===== src/rtl/tt_settle_counter.sv =====
// Loadable down-counter; tc is high while the count sits at zero.
module tt_settle_counter #(
    parameter int W = 4
) (
    input  logic         clk,
    input  logic         rst_n,
    input  logic         load,
    input  logic [W-1:0] load_val,
    input  logic         en,
    output logic         tc
);

    logic [W-1:0] cnt;

    always_ff @(posedge clk) begin
        if (!rst_n)
            cnt <= '0;
        else if (load)
            cnt <= load_val;
        else if (en && cnt != '0)
            cnt <= cnt - W'(1);
    end

    assign tc = (cnt == '0);

endmodule


===== config.mk =====
export PLATFORM = sky130hd
export DESIGN_NAME = tt_settle_counter
export DESIGN_NICKNAME = d
export VERILOG_FILES = /design/src/rtl/tt_settle_counter.sv
export SDC_FILE = /design/constraint.sdc
export NUM_CORES = 1
export LEC_CHECK = 0
export BUFFER_PORTS_ARGS = -buffer_cell sky130_fd_sc_hd__buf_2
export CORE_AREA = 5 5 42 44
export DETAILED_ROUTE_END_ITERATION = 12
export DIE_AREA = 0 0 47 49
export GPL_ROUTABILITY_DRIVEN = 0
export GPL_TIMING_DRIVEN = 0
export PLACE_DENSITY = 0.48
export SYNTH_ARGS = -nofsm -noshare
export SYNTH_HDL_FRONTEND = slang
export SYNTH_SLANG_ARGS = --single-unit
export TNS_END_PERCENT = 10

===== constraint.sdc =====
create_clock -name clk -period 1.5 [get_ports clk]
set_input_delay 0.3 -clock clk [delete_from_list [all_inputs] [get_ports clk]]
set_output_delay 0.3 -clock clk [all_outputs]
set_load 0.01 [all_outputs]

==> impl_metrics.ini <==
[status]
status = complete, but fails checks
violations = negative setup slack

[sta]
tightest_slew_ns = 0.247
maxSlewViolCount = 0
finalSetupViolCount = 1
slew-limit-headroom_pct = 83.5
max_freq_mhz = 626
finalWorstSetupSlack_ns = -0.0970
fin_crit_ns = 1.60
clock_skew_ns = 0.000707
hold_viol = 0
finalCritPeriodShare_pct = 106
fin_tns_setup_ns = -0.0970
rsz0062_at_grt = yes

[yosys]
synthFlopType = dfxtp_1
yosys.cell_count.top_type = inv_1
synth_nets = 40
synthAdderAreaFrac_pct = 4.88
yosysTopAreaCell = dfxtp_1
synthCells = 31
synth_warnings = 0
ys_top_cells_by_area = dfxtp_1 31%, inv_1 7.3%, nand3_1 5.9%, a311oi_2 5.9%, nor2_1 5.9%
synth_top_family_by_area = simple AND/OR/NAND/NOR gates
synth_area_sq_um = 256
syn_avg_cell_area_sq_um = 8.27
ys_async_sr_fraction_pct = 0
synthDistinctLibCells = 18
synth_edf_count = 0
synth-simple-area-share_pct = 30.7
synth_commonest_cells = 5 x inv_1, 4 x dfxtp_1, 4 x nor2_1
muxShareOfSynthArea_pct = 3.90
synth_seq_cells = 4
synth_top_area_share_pct = 31.2
synth_xor_area_share_pct = 0
synth_compound_area_share_pct = 20.0
yosysSeqAreaShare_pct = 31.2

[route]
drt_first_iter_violations = 6
antenna_left = 0
wirelength_microns = 707
drc = 0
via_count = 301
vias_per_cell = 4.63
firstDrtPassIters = 4
wl_per_cell_microns = 10.9

[clock_tree]
cts_root_buf = clkbuf_4
clk_pin_slew_ns = 0.04
htree_num_levels = 1
clock_sinks = 4
holdBufCountCts = 0
clock_path_buffers = 2
cts_made_buffers = 3
cts_tree = done
clk_latency_ns = 0.24

[global_route]
antenna_found_initial = 0
grt.total_usage_pct = 7.80
grt_pass1_wl_mm = 1.19
grt_max_degree = 8
grt_pass1_vias = 307
gr-total-overflow = 0

[finish]
largest_register_ffs = 4
n_antenna_cell = 0
fin_area_sq_um = 417
largest-register = cnt
instances_no_fill = 65
nets = 60
area_growth_pct = 62.4
top_regs = cnt x4
drive_gt1_share_pct = 57.1

[placement]
io_buffer_count = 8
dp.cells = 55
postPlaceCellArea_sq_um = 317
hpwl_microns = 435

[worst_hold_path]
whs_path_depth = 3
hold_class = in -> reg

[power]
power.leakage_nw = 0.189
design_power_total_mw = 0.390
ir_worst_vdd_uv = 482
powerDensity_nw_per_um2 = 937

[die]
die-area_sq_um = 2300
rows = 14
die_width_microns = 47
core-area_sq_um = 1400
ioPinCount = 9
die_h_microns = 49
initial_core_util_pct = 18.3

[critical_path]
cp-start-kind = flop
crit_arrival_ns = 1.30
worst_r2r_path_depth = 7
critPathCaptureType = output pin
crit_required_ns = 1.20
cp_max_fo = 2
worstSetupPathType = reg -> out

[run]
max_cap_viol_count = 0
==> critical path: stages, from the launching register on <==
cell      delay (ns)
dfxtp_2         0.32
inv_2           0.07
ha_4            0.12
or3b_4          0.40
clkinv_4        0.06
buf_6           0.09
==> final timing paths <==
path	from	end	slack (ns)
max reg2reg	cnt[0]$_SDFFE_PN0P_	cnt[0]$_SDFFE_PN0P_	0.08
min	load_val[1]	cnt[1]$_SDFFE_PN0P_	0.29
min reg2reg	cnt[2]$_SDFFE_PN0P_	cnt[2]$_SDFFE_PN0P_	0.52
max	cnt[0]$_SDFFE_PN0P_	tc	-0.1
==> layout by cell type (no fill, tap or decap), drive strengths merged <==
cell type,netlist,final
a311oi,2,2
mux2i,1,1
clkinv,1,1
nand3,3,3
nor4b,1,1
o21ai,2,2
nor2,4,4
o2111ai,1,1
nand4b,1,1
inv,5,5
a21oi,1,1
buf,0,15
nand4,1,1
clkbuf,0,3
or3b,1,1
dfxtp,4,4
nand2,2,2
ha,1,1
==> metrics by stage <==
stage,worst slack [ns],hold slack (ns),util [%]
2_1_floorplan,0.107,0.438,-
3_3_place_gp,-0.0170,0.511,22.6
3_5_place_dp,-0.00453,0.517,22.6
4_1_cts,-0.0855,0.297,29.2
5_1_grt,-0.147,0.325,29.7
6_report,-0.0970,0.294,29.7
==> power breakdown <==
part	internal, mW	total (mW)	switching, mW	leakage (nW)
combinational	0.0711	0.127	0.0558	0.141
sequential	0.117	0.125	0.00766	0.0338
clock	0.0898	0.138	0.0484	0.0138
==> cell families after synthesis <==
group                      after synthesis
buffers and inverters                    6
DFF                                      4
AOI/OAI and AO/OA                        6
adders and majority gates                1
muxes                                    1
and+or+nand+nor                         13
==> per-layer routing <==
layer	track usage [%]	share of wire (%)	wire, microns	vias up
met3	2.21	4.5	32	5
met5	0	0	0	-
met1	6.77	37	265	139
li1	-	-	-	147
met4	9.68	6.9	49	0
met2	12.0	51	360	10
==> repair_timing <==
item	CTS	global route
pin swaps	1	0
endpoints found under the setup margin	1	1
gates resized for setup	8	0
gates cloned	0	0
setup buffers	6	1
==> final cells by class <==
cell class              instances  area, sq um
inverters                       6         27.5
repair buffers                 15         98.8
multi-input cells              21          165
clock buffers                   3         22.5
fillers                       165          985
flip-flops and latches          4         82.6
well taps                      16         20.0
(Power assumes the default switching activity.)
